File: src/rtl/serial_sub_pkg.sv
// Shared definitions for the bit-serial subtractor: FSM state encoding and
// the counter-width helper.
package serial_sub_pkg;

  typedef enum logic [1:0] {
    ST_IDLE  = 2'd0,
    ST_SHIFT = 2'd1,
    ST_DONE  = 2'd2
  } state_e;

  // Number of bits needed to count 0..value-1.
  function automatic int clog2(input int value);
    int r;
    r = 0;
    for (int i = 0; i < 32; i++) begin
      if ((1 << i) < value) r = i + 1;
    end
    return r;
  endfunction

endpackage

File: src/rtl/serial_sub_full_sub1.sv
// One-bit full subtractor: d = x - y - bi, bo is the borrow out.
module full_sub1 (
  input  logic x,
  input  logic y,
  input  logic bi,
  output logic d,
  output logic bo
);

  // Difference and borrow of a single bit position.
  always_comb begin
    d  = x ^ y ^ bi;
    bo = (~x & y) | (~(x ^ y) & bi);
  end

endmodule

File: src/rtl/serial_sub.sv
// Bit-serial subtractor: diff = a - b - bin, one bit per clock, LSB first.
// Handshake: start is sampled only in IDLE; a, b, bin are captured on the
// accepting edge; busy is high in SHIFT and DONE; done is a one-cycle pulse
// and diff/bout/ovf stay valid from that cycle until the next accepted start.
// Optional feature macro: SERIAL_SUB_OVF_EN (signed overflow flag).
module serial_sub
  import serial_sub_pkg::*;
#(
  parameter int WIDTH = 4
) (
  input  logic             clk,
  input  logic             rst_n,
  input  logic             start,
  input  logic [WIDTH-1:0] a,
  input  logic [WIDTH-1:0] b,
  input  logic             bin,
  output logic             busy,
  output logic             done,
  output logic [WIDTH-1:0] diff,
  output logic             bout,
  output logic             ovf,
  output logic [1:0]       dbg_state
);

  localparam int CNT_W = (clog2(WIDTH) < 1) ? 1 : clog2(WIDTH);
  localparam logic [CNT_W-1:0] CNT_LAST = CNT_W'(WIDTH - 1);

  state_e           state_q, state_d;
  logic [WIDTH-1:0] a_q, a_d, b_q, b_d, diff_q, diff_d;
  logic [CNT_W-1:0] cnt_q, cnt_d;
  logic             br_q, br_d, bout_q, bout_d;
  logic             fs_d, fs_bo;
  logic             accept, last_shift;

  assign accept     = (state_q == ST_IDLE) && start;
  assign last_shift = (state_q == ST_SHIFT) && (cnt_q == CNT_LAST);

  full_sub1 u_fs (
    .x  (a_q[0]),
    .y  (b_q[0]),
    .bi (br_q),
    .d  (fs_d),
    .bo (fs_bo)
  );

  // Next-state and datapath: capture on accept, shift one bit per SHIFT cycle.
  always_comb begin
    state_d = state_q;
    a_d     = a_q;
    b_d     = b_q;
    diff_d  = diff_q;
    cnt_d   = cnt_q;
    br_d    = br_q;
    bout_d  = bout_q;
    case (state_q)
      ST_IDLE: begin
        if (start) begin
          a_d     = a;
          b_d     = b;
          br_d    = bin;
          cnt_d   = '0;
          state_d = ST_SHIFT;
        end
      end
      ST_SHIFT: begin
        // Result bits enter from the MSB side so diff is LSB-aligned after WIDTH shifts.
        diff_d = {fs_d, diff_q[WIDTH-1:1]};
        a_d    = a_q >> 1;
        b_d    = b_q >> 1;
        br_d   = fs_bo;
        cnt_d  = cnt_q + CNT_W'(1);
        if (cnt_q == CNT_LAST) begin
          bout_d  = fs_bo;
          cnt_d   = '0;
          state_d = ST_DONE;
        end
      end
      ST_DONE: state_d = ST_IDLE;
      default: state_d = ST_IDLE;
    endcase
  end

  // State and datapath registers with asynchronous clear.
  always_ff @(posedge clk or negedge rst_n) begin
    if (!rst_n) begin
      state_q <= ST_IDLE;
      a_q     <= '0;
      b_q     <= '0;
      diff_q  <= '0;
      cnt_q   <= '0;
      br_q    <= 1'b0;
      bout_q  <= 1'b0;
    end else begin
      state_q <= state_d;
      a_q     <= a_d;
      b_q     <= b_d;
      diff_q  <= diff_d;
      cnt_q   <= cnt_d;
      br_q    <= br_d;
      bout_q  <= bout_d;
    end
  end

`ifdef SERIAL_SUB_OVF_EN
  logic a_msb_q, a_msb_d, b_msb_q, b_msb_d, ovf_q, ovf_d;

  // Capture operand sign bits on accept; evaluate overflow on the final shift.
  always_comb begin
    a_msb_d = a_msb_q;
    b_msb_d = b_msb_q;
    ovf_d   = ovf_q;
    if (accept) begin
      a_msb_d = a[WIDTH-1];
      b_msb_d = b[WIDTH-1];
    end
    if (last_shift) ovf_d = (a_msb_q != b_msb_q) && (fs_d != a_msb_q);
  end

  // Overflow registers with asynchronous clear.
  always_ff @(posedge clk or negedge rst_n) begin
    if (!rst_n) begin
      a_msb_q <= 1'b0;
      b_msb_q <= 1'b0;
      ovf_q   <= 1'b0;
    end else begin
      a_msb_q <= a_msb_d;
      b_msb_q <= b_msb_d;
      ovf_q   <= ovf_d;
    end
  end

  assign ovf = ovf_q;
`else
  assign ovf = 1'b0;
`endif

  assign busy      = (state_q != ST_IDLE);
  assign done      = (state_q == ST_DONE);
  assign diff      = diff_q;
  assign bout      = bout_q;
  assign dbg_state = state_q;

endmodule

File: config.mk
export PLATFORM = sky130hd
export DESIGN_NAME = serial_sub
export DESIGN_NICKNAME = d
export VERILOG_FILES = /design/src/rtl/serial_sub_pkg.sv /design/src/rtl/serial_sub_full_sub1.sv /design/src/rtl/serial_sub.sv
export SDC_FILE = /design/constraint.sdc
export NUM_CORES = 1
export LEC_CHECK = 0
export ABC_CLOCK_PERIOD_IN_PS = 3600
export CAP_MARGIN = 10
export CORE_UTILIZATION = 45
export CTS_CLUSTER_SIZE = 16
export DETAILED_ROUTE_END_ITERATION = 10
export HOLD_SLACK_MARGIN = 0.15
export SYNTH_ARGS = -nofsm -noshare
export SYNTH_HDL_FRONTEND = slang
export SYNTH_SLANG_ARGS = --single-unit
File: constraint.sdc
create_clock -name clk -period 3.6 [get_ports clk]
set_input_delay 0.36 -clock clk [delete_from_list [all_inputs] [get_ports clk]]
set_output_delay 0.36 -clock clk [all_outputs]
set_load 0.02 [all_outputs]
==> Word level (Yosys, flattened, before mapping) <==
Cells that the tools add are included.
{ "classes": {"n_mux": 12, "reduce_logical": 6, "bitwise_logic": 7, "addsub": 1, "eq_ne": 5} }
{ "ops": {"columns": ["op", "count"], "rows": [
  ["32-bit two-way mux", 2],
  ["32-bit case mux with 2 select lines", 1],
  ["32-bit by 1-bit adder with 32-bit output (second input constant)", 1],
  ["32-bit by 2-bit == test with 1-bit output (second input constant)", 1],
  ["4-bit case mux with 2 select lines", 2],
  ["4-bit two-way mux", 2],
  ["2-bit AND reduction", 3],
  ["2-bit two-way mux", 2],
  ["2-bit case mux with 2 select lines", 1],
  ["2-bit nonzero test", 2],
  ["1-bit AND", 2],
  ["2-bit by 1-bit == test with 1-bit output (second input constant)", 1],
  ["2-bit == test (second input constant)", 1],
  ["2-bit logical NOT", 1],
  ["2-bit by 1-bit inequality test with 1-bit output (second input constant)", 1],
  ["2-bit inequality test (second input constant)", 1],
  ["1-bit NOT", 2],
  ["1-bit case mux with 2 select lines", 1],
  ["1-bit bitwise XOR", 2],
  ["1-bit two-way mux", 1],
  ["1-bit bitwise OR", 1]
]} }
{ "totals": {"reg_bits": 48, "in_bits": 12, "word_cells": 38} }

==> Logic depth before layout (Yosys ltp) <==
Gate-level depths: netlist of the first run.
{ "logic_depth": {"word_depth": 5, "depth_mapped": 7, "depth_no_buf": 6} }

==> By module <==
Synthesis of the first run repeated with hierarchy kept, for this count alone.
{ "unflattened": {"cells_unflattened": 270, "area_unflattened_um2": 2524.9} }
{ "by_module_without_submodules": {"columns": ["mod", "n_inst", "seq_area_each_um2", "cells_per_inst", "area_each_um2"], "rows": [
  ["serial_sub", 1, 1201.2, 266, 2493.6],
  ["full_sub1", 1, 0.0, 4, 31.3]
]} }

==> Worst setup path after synthesis of the first run <==
Ideal clock, no wire load.
{ "synth_path": {"path_kind": "register -> register", "startpoint": "register cnt_q[2]", "endpoint": "register bout_q (netlist: bout)", "t_arrival_ns": 1.806, "setup_slack_ns": 1.666, "stages_incl_launch_ff": 7, "n_path_buf": 1, "t_required_ns": 3.472, "cell_sequence": "dfrtp_1 -> buf_2 -> or4_4 -> nor4_4 -> nand4_2 -> nor2_2 -> mux2_1"} }
{ "synth_between": {"elab_chain_cells": 2} }
{ "synth_rtl": {"columns": ["item", "line_no", "rtl"], "rows": [
  ["start: declaration", "serial_sub.sv:30", "logic [CNT_W-1:0] cnt_q, cnt_d;"],
  ["start signal: assignment", "serial_sub.sv:98", "cnt_q <= cnt_d;"],
  ["32-bit by 2-bit == test with 1-bit output", "serial_sub.sv:72", "if (cnt_q == CNT_LAST) begin"],
  ["2-bit AND reduction (no source line)", null, null],
  ["end signal: assignment", "serial_sub.sv:100", "bout_q <= bout_d;"],
  ["end: declaration", "serial_sub.sv:31", "logic br_q, br_d, bout_q, bout_d;"]
]} }
No other way between the ends.
A chain may end at the register's enable or synchronous reset.

==> Final worst setup path of the first run <==
{ "layout_path": {"startpoint": "input port start", "endpoint": "register cnt_q[16]"} }
{ "layout_between": {"elab_chain_cells": 2} }
{ "layout_rtl": {"columns": ["item", "line_no", "rtl"], "rows": [
  ["start: declaration", "serial_sub.sv:13", "input logic start,"],
  ["2-bit inequality test (no source line)", null, null],
  ["2-bit AND reduction (no source line)", null, null]
]} }
No other way between the ends.

==> key figures, run 1 <==
Power
  – Leak Pwr: 1.26 nW
  – Pwr dens: 355 nW/um^2
  – Internal Power: 793 uW
  – Switching power total: about 260 uW
  – Max VDD drop: a little over 0.2 mV
  – Total power: between 1 and 1.5 mW
  – Gate power share: around 6.4%
  – Clock share of power: about 38%
  – Reg power frac: 55.7%
  – Sw Ratio: approximately a quarter

Timing
  – Worst-Margin Slew: 0.911 ns
  – Final Setup Violations: 0
  – Hold WS: 0.179 ns
  – Setup TNS Final: 0 ns
  – Fmax: 0.412 GHz
  – Endpoints failing hold: 0
  – Worst Clk Skew: roughly 0.0084 ns
  – RSZ-0062 raised after global routing: no
  – Max-slew violations: 0
  – Rel. slew slack: around two fifths
  – Final worst setup slack: 1.17 ns
  – Period utilization: roughly two thirds
  – Tmin final: around 2.4 ns

CTS
  – CTS Sinks: between 40 and 50
  – Post-CTS Setup Inserts: 0
  – CTS tree: yes
  – CTS max path bufs: 2
  – Clock-pin slew on the worst setup and hold paths: 0.09 ns
  – Clock Latency Late Sink: a little over 0.3 ns
  – Inserted Clock Buffers: 5
  – CTS Root Cell: clkbuf_8
  – H-tree Lvls: 2
  – Hold_buf cts: 0
  – Post-CTS Resized: 0

Final layout
  – Fin cells: approximately 370
  – Post-Route Utilization: between 50% and 60%
  – Sequential cell area: between 1000 and 1500 um^2
  – Fill count: approximately 530
  – Ratio of cells with drive above 1 in the final layout: roughly 8.4%
  – Area Growth Syn to Fin: 13.9%
  – # diodes: 0
  – Multi-input logic area: 1310 um^2
  – Design Area, Final: just under 3000 um^2
  – Final-stage net count: slightly above 300

Critical path
  – Crit-path leading delay family: simple AND/OR/NAND/NOR gates
  – CP arrival: between 2 and 3 ns
  – Critical-path cell list: clkdlybuf4s50_1 > o21bai_1 > nor3_1 > nand4_1 > xor2_1 > nor2_1
  – Critical path class: input pin to flop
  – Crit Reg-Reg Endpoint: cnt_q[16]
  – FF-to-FF Start: dbg_state[0]
  – R2R depth: 5
  – Critical Path Max Stage Delay: ~0.77 ns
  – Critical path startpoint category: input pin
  – Data required time of the critical path: around 3.8 ns
  – Maximum fanout along the worst path: 12
  – WP buf/inv: 1
  – Slowest CP cell: nor3_1
  – CP endpoint kind: flop
  – FF-to-FF setup slack: about 1.2 ns

Detailed routing
  – DRT iter0 DRCs: between 100 and 150
  – Vias per std cell: approximately 5.6
  – Routed wire length: between 5 and 6 mm
  – WL/cell: 15.9 um
  – Post-route ant nets: 0
  – Via count: between 2000 and 2500
  – Router iterations before antenna repair: 4
  – Residual DRC: 0

Floorplan
  – Core Area: 5540 um^2
  – Site Rows: 27
  – Die X: ~78 um
  – # IOs: 22
  – Initial Utilization: roughly 47%
  – Die height: 78.0 um
  – Die ar.: between 6000 and 7000 um^2

GRT
  – Pin count of the biggest net entering global routing: a little over 40
  – Number of global-route vias before repair: between 1500 and 2000
  – GRT Total Usage: about a fifth
  – First-pass GRT wire length: 10.0 mm
  – Antenna violations before repair: 0
  – Overflow left after global routing: 0

Logic synthesis
  – FFs w/ async S/R, synth: 100%
  – Synth top area share: 46.2%
  – Leading post-synthesis cells by cell area: dfrtp_1 46%, xor2_1 5.7%, nor2_1 4.0%
  – Mapped Nets: 290
  – Mean Syn Cell Area: about 9.4 um^2
  – Yosys warning count: 0
  – Cell variety after synth: 46
  – Synthesized area: around 2600 um^2
  – Area leader, netlist: dfrtp_1
  – Number of synthesized flops with an enable pin: 0
  – Register area share after synthesis: 46.2%
  – Commonest cells post-synth: 48 x dfrtp_1, 28 x nor2_1, 22 x nand2_1
  – Mapped Cells: 276
  – Top FF cell, synth: dfrtp_1
  – #FFs+latches synth: 48
  – Count leader, synth: dfrtp_1

Placement
  – Placed Cells: 360
  – Port Buffers: 20
  – Area after DPL: ~2800 um^2
  – Post-detail-place hpwl: just over 4 mm
  – Pre-CTS worst setup slack: 0.817 ns
  – Final Wtd Congestion: just under 0.8

Job
  – Max-cap violations: 0

Outcome
  – Status: finished clean

Hold path
  – Hold crit path type: input pin to asynchronous set/reset pin
state kept, by name, indices dropped and copies added (netlist names):
signal and count:
a_q 4, b_q 4, bout 1, br_q 1
cnt_q 32, dbg_state 2, diff 4
worst max path at each step:
stage,start,end,slack (ns),depth (start not counted)
2_1_floorplan,cnt_q[2],bout,1.67,6
3_3_place_gp,start,cnt_q[13],0.80,6
3_5_place_dp,start,cnt_q[13],0.82,6
4_1_cts,start,cnt_q[21],1.16,6
5_1_grt,start,cnt_q[22],0.89,6
6_report,start,cnt_q[16],1.17,6
power by group through the flow:
stage	Combinational, mW	Clock (mW)	Sequential [mW]
3_3_place_gp	0.0676	0	0.595
6_report	0.0667	0.398	0.585
3_5_place_dp	0.0680	0	0.594
5_1_grt	0.0766	0.430	0.588
4_1_cts	0.0684	0.403	0.584
2_1_floorplan	0.0393	0	0.588
cell families (layout without fill, tap and decap cells):
family          count (synthesis)  after routing  synth area share (%)
simple gates                  136            136                  29.5
compound gates                 50             50                  11.8
flops                          48             48                  46.2
xor+xnor                       20             20                  6.74
buf+inv                        17             37                  3.51
fa+ha+maj                       2              2                  1.25
mux                             2              2                 0.818
other cells                     1              1                 0.144
cell usage in the layout (no fill, tap or decap), types with 13 or more instances in the layout:
| cell type | instances |
|---|---|
| nand2_1 | 22 |
| nand4_1 | 13 |
| nand3_1 | 19 |
| a31oi_1 | 13 |
| xor2_1 | 17 |
| clkdlybuf4s50_1 | 19 |
| nor2_1 | 28 |
| dfrtp_1 | 48 |
| o21ai_0 | 13 |
cell type report:
type | count | share of cell area [%]
multi-input cells | 211 | 44.3
flip-flops and latches | 48 | 40.6
repair buffers | 25 | 7.86
well taps | 72 | 3.04
clock buffers | 5 | 2.32
clock inverters | 3 | 1.44
inverters | 4 | 0.507
per-layer routing:
layer | part of all wire [%] | global-route usage [%] | wire length, um | vias to the layer above
met5 | 0 | 0 | 0 | -
met4 | 1.1 | 5.74 | 67 | 0
met3 | 3.3 | 4.77 | 194 | 6
met2 | 44 | 31.2 | 2560 | 35
met1 | 52 | 31.6 | 3040 | 986
li1 | - | - | - | 1036
Note: power is estimated with default switching activity, not from simulation.
==> run 2, diff against run 1 <==
--- a/config.mk
+++ b/config.mk
@@ -5,7 +5,7 @@
 export SDC_FILE = /design/constraint.sdc
 export NUM_CORES = 1
 export LEC_CHECK = 0
-export ABC_CLOCK_PERIOD_IN_PS = 3600
+export ABC_CLOCK_PERIOD_IN_PS = 2300
 export CAP_MARGIN = 10
 export CORE_UTILIZATION = 45
 export CTS_CLUSTER_SIZE = 16
==> constraint.sdc (replaced) <==
create_clock -name clk -period 2.3 [get_ports clk]
set_input_delay 0.23 -clock clk [delete_from_list [all_inputs] [get_ports clk]]
set_output_delay 0.23 -clock clk [all_outputs]
set_load 0.02 [all_outputs]
==> run 2 against run 1 <==
Cell count is 4.1% higher. Hold slack improved by 0.33 ns. Register-to-register slack got worse by 0.99 ns. Critical path depth increased by 1. Total power increased by 55%. Clock power up 52%. Routed wire length rose by 0.70%. First-iteration DRC count rose by 88%. Die area stayed put.
==> key figures, run 2 (synthesized netlist as in run 1, its figures left out) <==
Outcome
  – Status: finished clean (unchanged)

Detailed routing
  – Routed wire length: 5.91 mm (was 5.87 mm)
  – Vias per std cell: 5.55 (was 5.61)
  – Routed wire length on met2: 2.66 mm (was 2.56 mm)
  – Post-route ant nets: 0 (unchanged)
  – Residual DRC: 0 (unchanged)
  – Wl on met1: 2.96 mm (was 3.04 mm)
  – DRT iter0 DRCs: 205 (was 109)
  – Router iterations before antenna repair: 5 (was 4)
  – Top sig layer: met4 (unchanged)
  – Via count: 2126 (was 2063)
  – WL/cell: 15.4 um (was 15.9 um)
  – DR WL met3: 223 um (was 194 um)

Floorplan
  – Initial Utilization: 46.9% (unchanged)
  – Die X: 78.0 um (unchanged)
  – Site Rows: 27 (unchanged)
  – Die height: 78.0 um (unchanged)
  – Die ar.: 6090 um^2 (unchanged)
  – Core Area: 5540 um^2 (unchanged)
  – # IOs: 22 (unchanged)

Hold path
  – Hold crit path type: flop to flop (was input pin to asynchronous set/reset pin)

Power
  – Pwr dens: 529 nW/um^2 (was 355 nW/um^2)
  – Reg power frac: 56.2% (was 55.7%)
  – Leak Pwr: 1.34 nW (was 1.26 nW)
  – Sw Ratio: 23.3% (was 24.4%)
  – Switching power total: 379 uW (was 257 uW)
  – Total power: 1.63 mW (was 1.05 mW)
  – Clock share of power: 37.1% (was 37.9%)
  – Max VDD drop: 0.365 mV (was 0.205 mV)
  – Gate power share: 6.7% (was 6.4%)
  – Internal Power: 1.25 mW (was 793 uW)

GRT
  – First-pass GRT wire length: 9.98 mm (was 10.0 mm)
  – Antenna violations before repair: 0 (unchanged)
  – Overflow left after global routing: 0 (unchanged)
  – Pin count of the biggest net entering global routing: 49 (was 41)
  – Number of global-route vias before repair: 2004 (was 1997)
  – GRT Total Usage: 21.1% (was 21.3%)

Critical path
  – Critical Path Max Stage Delay: 0.41 ns (was 0.77 ns)
  – CP arrival: 2.25 ns (was 2.63 ns)
  – Critical path class: flop to flop (was input pin to flop)
  – Maximum fanout along the worst path: 19 (was 12)
  – Critical path startpoint category: flop (was input pin)
  – Critical-path cell list: ha_1 > nor4b_1 > and4_1 > nand4_2 > a21oi_2 > buf_4 > nor2_1 (was clkdlybuf4s50_1 > o21bai_1 > nor3_1 > nand4_1 > xor2_1 > nor2_1)
  – Data required time of the critical path: 2.49 ns (was 3.80 ns)
  – Slowest CP cell: dfrtp_1 (was nor3_1)
  – CP endpoint kind: flop (unchanged)

Timing
  – Period utilization: ~90%
  – Max-slew violations: 0 (unchanged)
  – Endpoints failing hold: 0 (unchanged)
  – Setup TNS Final: 0 ns (unchanged)
  – RSZ-0062 raised after global routing: no (unchanged)
  – Fmax: 0.485 GHz
  – Final Setup Violations: 0 (unchanged)
  – Rel. slew slack: 58.8% (was 38.7%)
  – Tmin final: slightly above 2 ns
  – Worst Clk Skew: 0.00907 ns (was 0.00839 ns)
  – Worst-Margin Slew: 0.618 ns (was 0.911 ns)

CTS
  – H-tree Lvls: 2 (unchanged)
  – CTS tree: yes (unchanged)
  – Clock-pin slew on the worst setup and hold paths: 0.09 ns (about the same)
  – Hold_buf cts: 1 (was 0)
  – Inserted Clock Buffers: 5 (unchanged)
  – CTS Sinks: 48 (unchanged)
  – Post-CTS Setup Inserts: 0 (unchanged)
  – Clock Latency Late Sink: 0.30 ns (was 0.31 ns)
  – CTS Root Cell: clkbuf_8 (unchanged)
  – Post-CTS Resized: 0 (unchanged)
  – CTS max path bufs: 2 (unchanged)

Final layout
  – Number of flip-flops in the largest register: 32 (unchanged)
  – Area Growth Syn to Fin: 18.1% (was 13.9%)
  – Biggest register: cnt_q (unchanged)
  – Ratio of cells with drive above 1 in the final layout: 12.2% (was 8.45%)
  – # diodes: 0 (unchanged)
  – Commonest non-fill, non-tap cell in the layout: dfrtp_1 (unchanged)
  – Final-stage net count: 324 (was 309)
  – Most frequent cells in the layout: 48 x dfrtp_1, 28 x nor2_1, 22 x nand2_1 (unchanged)

Job
  – Max-cap violations: 0 (unchanged)

Placement
  – Port Buffers: 20 (unchanged)
  – Post-detail-place hpwl: 4.11 mm (was 4.03 mm)
  – Final Wtd Congestion: 0.796 (was 0.784)
-- run 2: metal layers --
layer | vias to the layer above | global-route usage [%]
li1 | 1065 | -
met1 | 1010 | 32.2
met2 | 45 | 30.7
met3 | 6 | 3.84
met4 | 0 | 5.56
met5 | - | 0
-- run 2: layout make-up --
| cell class | instances | area (um^2) |
|---|---|---|
| clock inverters | 2 | 35.0 |
| repair buffers | 40 | 348 |
| inverters | 4 | 15.0 |
| fillers | 523 | 2470 |
| well taps | 72 | 90.1 |
| flip-flops and latches | 48 | 1200 |
| multi-input cells | 211 | 1310 |
| clock buffers | 6 | 72.6 |
-- run 2: per-stage QoR --
| step | instances | area (um^2) | hold WS (ns) | util, % | worst slack, ns |
|---|---|---|---|---|---|
| 2_1_floorplan | 276 | 2600 | -0.0656 | - | 0.366 |
| 3_3_place_gp | 374 | 2950 | 0.376 | 53.3 | 0.327 |
| 3_5_place_dp | 374 | 2950 | 0.368 | 53.3 | 0.236 |
| 4_1_cts | 383 | 3070 | 0.508 | 55.4 | 0.225 |
| 5_1_grt | 383 | 3070 | 0.557 | 55.4 | 0.0318 |
| 6_report | 383 | 3070 | 0.506 | 55.4 | 0.236 |
-- run 2: critical path: cells and delay by family (launching register included) --
family                     cells  cell delay [ns]
adders and majority gates      1             0.20
and+or+nand+nor                4             0.83
AOI/OAI and AO/OA              1             0.24
DFF                            1             0.41
buffers and inverters          1             0.26
-- run 2: path summary, 6_finish.rpt --
path	start	end	slack, ns	depth (start not counted)
max	cnt_q[0]	cnt_q[15]	0.24	7
min	diff[0]	diff[0]	0.51	2
max reg2reg	cnt_q[0]	cnt_q[15]	0.24	7
min reg2reg	diff[0]	diff[0]	0.51	2
max in group asynchronous	rst_n	cnt_q[1]	1.33	3
min in group asynchronous	rst_n	diff[0]	0.54	3
-- run 2: power groups by stage --
| stage | Combinational, mW | Sequential (mW) | Clock, mW |
|---|---|---|---|
| after detailed placement | 0.111 | 0.927 | 0 |
| after global routing | 0.123 | 0.919 | 0.658 |
| after floorplan | 0.0615 | 0.920 | 0 |
| after global placement | 0.109 | 0.930 | 0 |
| after CTS | 0.110 | 0.914 | 0.619 |
| final | 0.108 | 0.914 | 0.603 |
